===== config.mk =====
export PLATFORM = sky130hd
export DESIGN_NAME = alu_exec_unit
export DESIGN_NICKNAME = d
export VERILOG_FILES = /design/src/rtl/alu_exec_unit.sv
export SDC_FILE = /design/constraint.sdc
export NUM_CORES = 1
export LEC_CHECK = 0
export BUFFER_PORTS_ARGS = -buffer_cell sky130_fd_sc_hd__buf_2
export CAP_MARGIN = 20
export CORE_MARGIN = 2
export CORE_UTILIZATION = 45
export DETAILED_ROUTE_END_ITERATION = 8
export GPL_TIMING_DRIVEN = 0
export PLACE_DENSITY_LB_ADDON = 0.15
export SETUP_SLACK_MARGIN = 0.1
export SLEW_MARGIN = 30
export SYNTH_ARGS = -nofsm -noshare
export SYNTH_HDL_FRONTEND = slang
export SYNTH_SLANG_ARGS = --single-unit

===== constraint.sdc =====
create_clock -name clk -period 1.5 [get_ports clk]
set_input_delay 0.075 -clock clk [delete_from_list [all_inputs] [get_ports clk]]
set_output_delay 0.075 -clock clk [all_outputs]
set_load 0.05 [all_outputs]

===== src/rtl/alu_exec_unit.sv =====
// alu_exec_unit: RV32I integer execution stage for one RS ALU issue port.
// Define ALU_MUL_EN to build in the iterative 32-cycle shift-add MUL path.
//
// state   | meaning
// IDLE    | accepting issues; single-cycle ops write back on the next edge
// MUL_RUN | shift-add multiply in flight, fu_ready low (ALU_MUL_EN only)

`ifndef RS_WIDTH
`define RS_WIDTH   120
`define RS_OPCODE  119:113
`define RS_FUNCT3  112:110
`define RS_CSIGS   109:108
`define RS_RD      107:102
`define RS_DATA1   101:70
`define RS_DATA2   69:38
`define RS_IMM     37:6
`define RS_ROB     5:0
`endif

`ifndef ALU_WIDTH
`define ALU_WIDTH  39
`define ALU_READY  38
`define ALU_REG    37:32
`define ALU_RESULT 31:0
`endif

module alu_exec_unit #(
  parameter int PREG_WIDTH = 6,
  parameter int ROB_WIDTH  = 6
) (
  input  logic                  clk,
  input  logic                  rst_n,
  input  logic [`RS_WIDTH-1:0]  instr_in,
  input  logic                  instr_valid,
  output logic                  fu_ready,
  output logic [`ALU_WIDTH-1:0] wb_out,
  output logic [ROB_WIDTH-1:0]  wb_rob,
  output logic                  protocol_err
);

  localparam logic [6:0] OP_REG = 7'b0110011;
  localparam logic [6:0] OP_IMM = 7'b0010011;
  localparam logic [6:0] OP_LUI = 7'b0110111;

  logic [6:0]            opcode;
  logic [2:0]            funct3;
  logic [1:0]            c_sigs;
  logic [PREG_WIDTH-1:0] rd;
  logic [31:0]           data1;
  logic [31:0]           data2;
  logic [31:0]           imm;
  logic [ROB_WIDTH-1:0]  rob_num;

  assign opcode  = instr_in[`RS_OPCODE];
  assign funct3  = instr_in[`RS_FUNCT3];
  assign c_sigs  = instr_in[`RS_CSIGS];
  assign rd      = instr_in[`RS_RD];
  assign data1   = instr_in[`RS_DATA1];
  assign data2   = instr_in[`RS_DATA2];
  assign imm     = instr_in[`RS_IMM];
  assign rob_num = instr_in[`RS_ROB];

  logic [31:0]        op_b;
  logic [4:0]         shamt;
  logic signed [31:0] data1_s;
  logic signed [31:0] sra_res;
  logic [31:0]        alu_res;

  assign op_b    = (opcode == OP_IMM) ? imm : data2;
  assign shamt   = op_b[4:0];
  assign data1_s = data1;
  // kept in its own signed assignment so the arithmetic shift is not demoted
  assign sra_res = data1_s >>> shamt;

  always_comb begin
    alu_res = '0;
    if (opcode == OP_LUI) begin
      alu_res = imm;
    end else if (opcode == OP_REG || opcode == OP_IMM) begin
      unique case (funct3)
        3'b000: alu_res = (c_sigs[0] && opcode == OP_REG) ? data1 - op_b : data1 + op_b;
        3'b001: alu_res = data1 << shamt;
        3'b010: alu_res = {31'b0, ($signed(data1) < $signed(op_b))};
        3'b011: alu_res = {31'b0, (data1 < op_b)};
        3'b100: alu_res = data1 ^ op_b;
        3'b101: alu_res = c_sigs[0] ? sra_res : data1 >> shamt;
        3'b110: alu_res = data1 | op_b;
        3'b111: alu_res = data1 & op_b;
      endcase
    end
  end

  logic                  wb_ready;
  logic [PREG_WIDTH-1:0] wb_reg;
  logic [31:0]           wb_result;

  assign wb_out = {wb_ready, wb_reg, wb_result};

`ifdef ALU_MUL_EN
  typedef enum logic {IDLE = 1'b0, MUL_RUN = 1'b1} state_t;

  state_t                state;
  logic [4:0]            mul_cnt;
  logic [31:0]           mcand;
  logic [31:0]           mplier;
  logic [31:0]           acc;
  logic [31:0]           acc_next;
  logic [PREG_WIDTH-1:0] mul_rd;
  logic [ROB_WIDTH-1:0]  mul_rob;
  logic                  is_mul;

  assign is_mul   = (opcode == OP_REG) && c_sigs[1] && (funct3 == 3'b000);
  assign acc_next = acc + (mplier[0] ? mcand : 32'd0);

  always_ff @(posedge clk or negedge rst_n) begin
    if (!rst_n) begin
      state        <= IDLE;
      fu_ready     <= 1'b1;
      wb_ready     <= 1'b0;
      wb_reg       <= '0;
      wb_result    <= '0;
      wb_rob       <= '0;
      protocol_err <= 1'b0;
      mul_cnt      <= '0;
      mcand        <= '0;
      mplier       <= '0;
      acc          <= '0;
      mul_rd       <= '0;
      mul_rob      <= '0;
    end else begin
      wb_ready <= 1'b0;
      if (instr_valid && !fu_ready)
        protocol_err <= 1'b1;
      case (state)
        IDLE: begin
          if (instr_valid) begin
            if (is_mul) begin
              state    <= MUL_RUN;
              fu_ready <= 1'b0;
              mcand    <= data1;
              mplier   <= data2;
              acc      <= '0;
              mul_cnt  <= 5'd31;
              mul_rd   <= rd;
              mul_rob  <= rob_num;
            end else begin
              wb_ready  <= 1'b1;
              wb_reg    <= rd;
              wb_result <= alu_res;
              wb_rob    <= rob_num;
            end
          end
        end
        MUL_RUN: begin
          acc    <= acc_next;
          mcand  <= mcand << 1;
          mplier <= mplier >> 1;
          // terminal count: the 32nd iteration retires the product
          if (mul_cnt == 5'd0) begin
            state     <= IDLE;
            fu_ready  <= 1'b1;
            wb_ready  <= 1'b1;
            wb_reg    <= mul_rd;
            wb_result <= acc_next;
            wb_rob    <= mul_rob;
          end else begin
            mul_cnt <= mul_cnt - 5'd1;
          end
        end
        default: state <= IDLE;
      endcase
    end
  end
`else
  logic unused_csig;
  assign unused_csig = c_sigs[1];
  assign fu_ready    = 1'b1;

  always_ff @(posedge clk or negedge rst_n) begin
    if (!rst_n) begin
      wb_ready     <= 1'b0;
      wb_reg       <= '0;
      wb_result    <= '0;
      wb_rob       <= '0;
      protocol_err <= 1'b0;
    end else begin
      wb_ready <= 1'b0;
      if (instr_valid && !fu_ready)
        protocol_err <= 1'b1;
      if (instr_valid) begin
        wb_ready  <= 1'b1;
        wb_reg    <= rd;
        wb_result <= alu_res;
        wb_rob    <= rob_num;
      end
    end
  end
`endif

endmodule


==> impl_summary.txt, run 1 <==
----------------------------------------------------
[Synth]
  Portion of netlist area occupied by mux cells ... 9.21%
  Synth top area share ... 10.2%
  Number of synthesized flops with an enable pin ... 0
  Yosys reg bits ... 45
  Prevailing post-synth register cell ... sky130_fd_sc_hd__dfrtp_1
  Portion of the post-synthesis area used by sequential elements ... 10.2%
  Gate count of the mapped netlist ... 1698
  Xor-xnor portion of the synthesized cell area ... 2.30%
  Leading post-synthesis cells by cell area ... sky130_fd_sc_hd__dfrtp_1 10%, sky130_fd_sc_hd__ha_1 10%, sky130_fd_sc_hd__nand2_1 8.0%
  Dominant combinational cell family by area after synthesis ... compound AO/OA/AOI/OAI gates
  Post-Synthesis Net Count ... 1912
  Fraction of synthesis flops using an asynchronous set or reset pin ... 100%
  Netlist area before placement ... 11100 um2
  Average cell area after synthesis ... 6.51 um2
  Compound-gate portion of the synthesized area ... 36.4%
  Cell accounting for the most synthesized area ... sky130_fd_sc_hd__dfrtp_1
  Synth warnings ... 0
  Adder-cell area share of the yosys netlist ... 10.4%
  Share of synthesized cell area in and, or, nand and nor gates ... 23.1%
  Synth cell types ... 95

[GRT]
  Grt ovf ... 62
  GRT Util Overall ... 71.8%
  Pin count of the biggest net entering global routing ... 46

[Placement]
  Standard cell area after detailed placement ... 12700 um2
  Post-Place Worst Slack ... -3.76 ns
  Last weighted congestion value of the routability-driven placer ... 1.18
  Inst Count DP ... 2188
  Half-perimeter wire length of the detailed placement result ... 56900 um
  Number of I/O port buffers ... 165

[Die]
  Horizontal die dimension ... 161 um
  Top Ports ... 170
  Initial cell density of the core ... 45.6%
  Y dimension of the die ... 161 um
  Site row count ... 57

[Status]
  Run status ... aborted with a tool error
  Error message ... [ERROR GRT-0232] Routing congestion too high. Check the congestion heatmap in the GUI.
  Stage reached ... global routing (5_1_grt)

[Clock tree]
  Deepest level of the CTS H-tree ... 2
  Clk buf depth ... 2
  Number of clock sinks ... 45
  Clock tree root driver cell ... sky130_fd_sc_hd__clkbuf_16
  TritonCTS buffer count ... 5

[Timing]
  Worst-path endpoint category ... register input
  Worst Endpoint after GRT Repair ... wb_result[31]$_DFFE_PN0P_/D

----------------------------------------------------
[logic make-up after synthesis]
kind of cell / after synthesis
other: 2
AND/OR/NAND/NOR: 575
multiplexers: 98
adder cells (fa/ha/maj): 91
XOR/XNOR: 29
flip-flops: 45
AO/OA/AOI/OAI: 630
buffers and inverters: 228
[stage by stage]
| step | util (%) | hold WS (ns) |
|---|---|---|
| floorplan | - | -0.221 |
| global placement | 52.3 | 0.197 |
| detailed placement | 52.4 | 0.154 |
| CTS | 63.1 | 0.00107 |
[what timing repair did]
item	4_1_cts
hold buffers	2
hold endpoints to repair	46
gates resized for setup	364
pin swaps	126
gates cloned	1
setup endpoints to repair	44
buffers inserted	119
[per-layer routing]
layer / GRT usage (%) / GRT overflow
met2: 87.5 / 23
met3: 55.9 / 0
met5: 30.9 / 0
met4: 64.3 / 39
met1: 75.0 / 0
[Yosys cell counts (all sizes together) (38+ instances only)]
master	n
nand3	63
o21ai	186
dfrtp	45
a21oi	173
o211ai	39
ha	90
nand2	238
mux2i	71
clkbuf	91
nor2	158
buf	38
inv	97
==> run 2: changes to the inputs <==
Settings changed: CORE_UTILIZATION 45 to 30, SETUP_SLACK_MARGIN 0.1 to unset.
==> run 2 against run 1 <==
Effect of this change:
- the flow now finishes, with violations (negative setup slack)
- synthesized area stayed put
- synthesized cell count unchanged
==> impl_summary.txt, run 2 <==
----------------------------------------------------
[Worst setup path]
  Capturing element type of the critical path ... flop
  Delay of the slowest cell on the worst path ... 0.30 ns
  Startpoint class of the critical path ... input port
  Worst path required time ... 1.68 ns
  Top cell family by delay on the critical path ... compound AO/OA/AOI/OAI gates
  Crit Path Max Fanout ... 10
  Most used cell, CP ... sky130_fd_sc_hd__clkbuf_16
  Buffers plus inverters on the worst setup path ... 8
  Crit-path cells ... buf_8 > buf_12 > nor3_4 > nand2_8 > mux2i_4 > inv_6 > clkbuf_16 > clkbuf_16 > clkbuf_16 > ha_4 > o21ai_2 > o21ai_2 > o21ba_4 > a31o_4 > nor4b_4 > buf_4 > o221ai_4 > nor4_4 > buf_4 > o31ai_4 > o211ai_1 > xnor2_1 > a22oi_1
  Slowest-stage cell, CP ... sky130_fd_sc_hd__nor3_4
  Worst setup path class ... input port to flop
  Data arrival time of the worst path ... 4.05 ns

[Timing]
  Maximum operating frequency ... 0.258 GHz
  Slew margin rel. ... 26.9%
  Number of failing setup endpoints in the final timing report ... 32
  Final Skew ... 0 ns
  TNS Setup ... -62.56 ns
  Post-layout minimum cycle time ... 3.87 ns
  Slack of the critical path ... -2.37 ns
  Final Hold Slack ... 0.00918 ns
  Max Transition Viols Final ... 0
  Number of hold-slack violations in the final timing report ... 0
  Slew at the pin closest to its max-slew limit ... 1.10 ns
  RSZ-0062 raised after global routing ... true
  Share of the cycle needed by the critical path after routing ... 258%

[Synth]
  Synth warnings ... 0 (unchanged)
  Commonest cells in the netlist ... 236 x sky130_fd_sc_hd__nand2_1, 171 x sky130_fd_sc_hd__a21oi_1, 166 x sky130_fd_sc_hd__o21ai_0
  Synth top area share ... 10.2% (unchanged)
  Post-Synthesis Net Count ... 1912 (unchanged)
  Yosys reg bits ... 45 (unchanged)
  Top-count cell post-synth ... sky130_fd_sc_hd__nand2_1
  Cell accounting for the most synthesized area ... sky130_fd_sc_hd__dfrtp_1
  Portion of the post-synthesis area used by sequential elements ... 10.2% (unchanged)
  Gate count of the mapped netlist ... 1698 (unchanged)
  Number of synthesized flops with an enable pin ... 0 (unchanged)
  Prevailing post-synth register cell ... sky130_fd_sc_hd__dfrtp_1
  Synth cell types ... 95 (unchanged)
  Average cell area after synthesis ... 6.51 um2 (unchanged)
  Fraction of synthesis flops using an asynchronous set or reset pin ... 100% (unchanged)
  Netlist area before placement ... 11100 um2 (unchanged)
  Leading post-synthesis cells by cell area ... sky130_fd_sc_hd__dfrtp_1 10%, sky130_fd_sc_hd__ha_1 10%, sky130_fd_sc_hd__nand2_1 8.0%

[Layout]
  Layout-stage area growth over the synthesis result ... 48.9%
  Most common cell after layout, fill and taps aside ... sky130_fd_sc_hd__nand2_1
  Layout net count ... 2237
  Share of final-layout standard cells stronger than drive strength 1 ... 35.1%
  Flip-flop count of the largest register, all copies and words added ... 32
  Most frequent cells in the layout ... 212 x sky130_fd_sc_hd__nand2_1, 170 x sky130_fd_sc_hd__buf_2, 140 x sky130_fd_sc_hd__nor2_1, 140 x sky130_fd_sc_hd__a21oi_1, 121 x sky130_fd_sc_hd__buf_4
  Finished Core Util ... 45.2%
  Post-route insts no fill ... 2494

[GRT]
  Grt ovf ... 0
  Pin count of the biggest net entering global routing ... 46
  GRT Util Overall ... 42.3%
  Initial antenna violation count ... 3
  Number of global-route vias before repair ... 15438
  First-pass GRT wire length ... 116000 um

[Placement]
  Inst Count DP ... 2332 (+6.6%)
  Half-perimeter wire length of the detailed placement result ... 64900 um (+14%)
  Number of I/O port buffers ... 165 (unchanged)
  Last weighted congestion value of the routability-driven placer ... 1.07 (-9.8%)

[Die]
  Y dimension of the die ... 196 um (+22%)
  Core region area ... 36400 um2
  Initial cell density of the core ... 30.4% (-15 points)
  Site row count ... 70 (+23%)
  Horizontal die dimension ... 196 um (+22%)
  Top Ports ... 170 (unchanged)
  Floorplan die area ... 38400 um2

[Drt]
  Average wire length per cell after detail routing ... 33.7 um
  DRC violation count after routing ... 0
  Vias per std cell ... 6.44
  Total detailed-routing wirelength ... 84100 um
  Number of nets with antenna violations after detailed routing ... 0
  Initial detailed-routing violation count ... 2244
  Total iterations of the first detailed-routing run ... 5
  Via Count ... 16055

[Run]
  # Max-Cap Violations ... 0

[Clock tree]
  Clock tree from TritonCTS ... built
  Clock tree root driver cell ... sky130_fd_sc_hd__clkbuf_16
  Clk buf depth ... 2 (unchanged)
  Clock slew at reported path FFs ... 0.08 ns
  Number of clock sinks ... 45 (unchanged)
  Worst skew pair latency ... 0.31 ns
  Deepest level of the CTS H-tree ... 2 (unchanged)
  TritonCTS buffer count ... 5 (unchanged)

[Power and ir drop]
  Flop pwr share ... 14.0%
  Overall Power ... 9.36 mW
  Internal power ... 4.48 mW
  Max VDD drop ... 0.402 mV
  Power density over cell area ... 569 nW/um2
  P_sw ... 4.88 mW
  Switching Share ... 52.2%
  Power share of the combinational group ... 69.7%
  Clk pwr share ... 16.2%
  Leakage power total ... 7.13 nW

[Status]
  Run status ... complete, but fails checks
  Failing checks ... negative setup slack

[Hold path]
  Worst min-delay path category ... input port to flop

----------------------------------------------------
==> run 2: cell counts after synthesis <==
No cell type changed its count.
==> run 2: worst reg2reg max path, delay by kind of cell, from the launching register on <==
kind / cells / cell delay, ns
AOI/OAI and AO/OA: 5 / 0.66
DFF: 1 / 0.42
and+or+nand+nor: 1 / 0.14
==> run 2: layout make-up <==
type                    instances  area (um2)
multi-input cells            1425       10800
clock buffers                   7         143
flip-flops and latches         45        1130
fillers                      3785       20000
repair buffers                331        2310
clock inverters                 1        30.0
inverters                      99         438
diodes                          2        5.00
well taps                     468         586
plain buffers                 116         988
==> run 2: timing repair <==
| item | in CTS | in global routing |
|---|---|---|
| hold buffers | 13 | 0 |
| resized for setup | 381 | 122 |
| setup buffers | 109 | 47 |
| endpoints found under the setup margin | 44 | 32 |
| pin swaps | 133 | 72 |
| hold endpoints to repair | 57 | 0 |
| cloned | 2 | 0 |
==> run 2: kinds of logic after synthesis <==
logic type	share of synthesized area, %
compound gates	36.4
simple gates	23.1
buf+inv	8.38
mux	9.21
fa+ha+maj	10.4
flops	10.2
xor+xnor	2.30
other cells	0.0679
==> run 2: per-layer routing <==
layer	up-vias	global-route usage, %	part of all wire (%)
met2	1061	67.0	44
met5	-	0	0.027
li1	6839	-	-
met1	7882	54.9	41
met3	269	7.68	9.0
met4	4	22.3	6.5
==> run 2: power groups by stage <==
stage	Combinational, mW	Sequential, mW	Clock, mW
floorplan	2.71	1.53	0
global placement	4.84	1.33	0
global route	6.72	1.32	1.53
finish	6.53	1.31	1.52
detailed placement	4.81	1.34	0
CTS	5.90	1.31	1.51
==> run 2: metrics by stage <==
| step | worst slack, ns | cell area (um2) |
|---|---|---|
| after floorplan | -2.25 | 11500 |
| after global placement | -4.00 | 12900 |
| after detailed placement | -3.63 | 12900 |
| after CTS | -2.22 | 15700 |
| after global routing | -2.45 | 16500 |
| final | -2.37 | 16500 |
==> run 2: path summary, 6_finish.rpt <==
path,from,endpoint,depth (start not counted),slack (ns)
min reg2reg,wb_result[12],wb_result[12],2,0.49
max in group asynchronous,rst_n,wb_reg[1],2,0.64
max,instr_in[115],wb_result[29],23,-2.37
min,instr_in[21],wb_result[15],3,0.009
max reg2reg,wb_result[4],wb_result[4],6,0.11
min in group asynchronous,rst_n,wb_result[19],2,0.36
(Power assumes the default switching activity.)
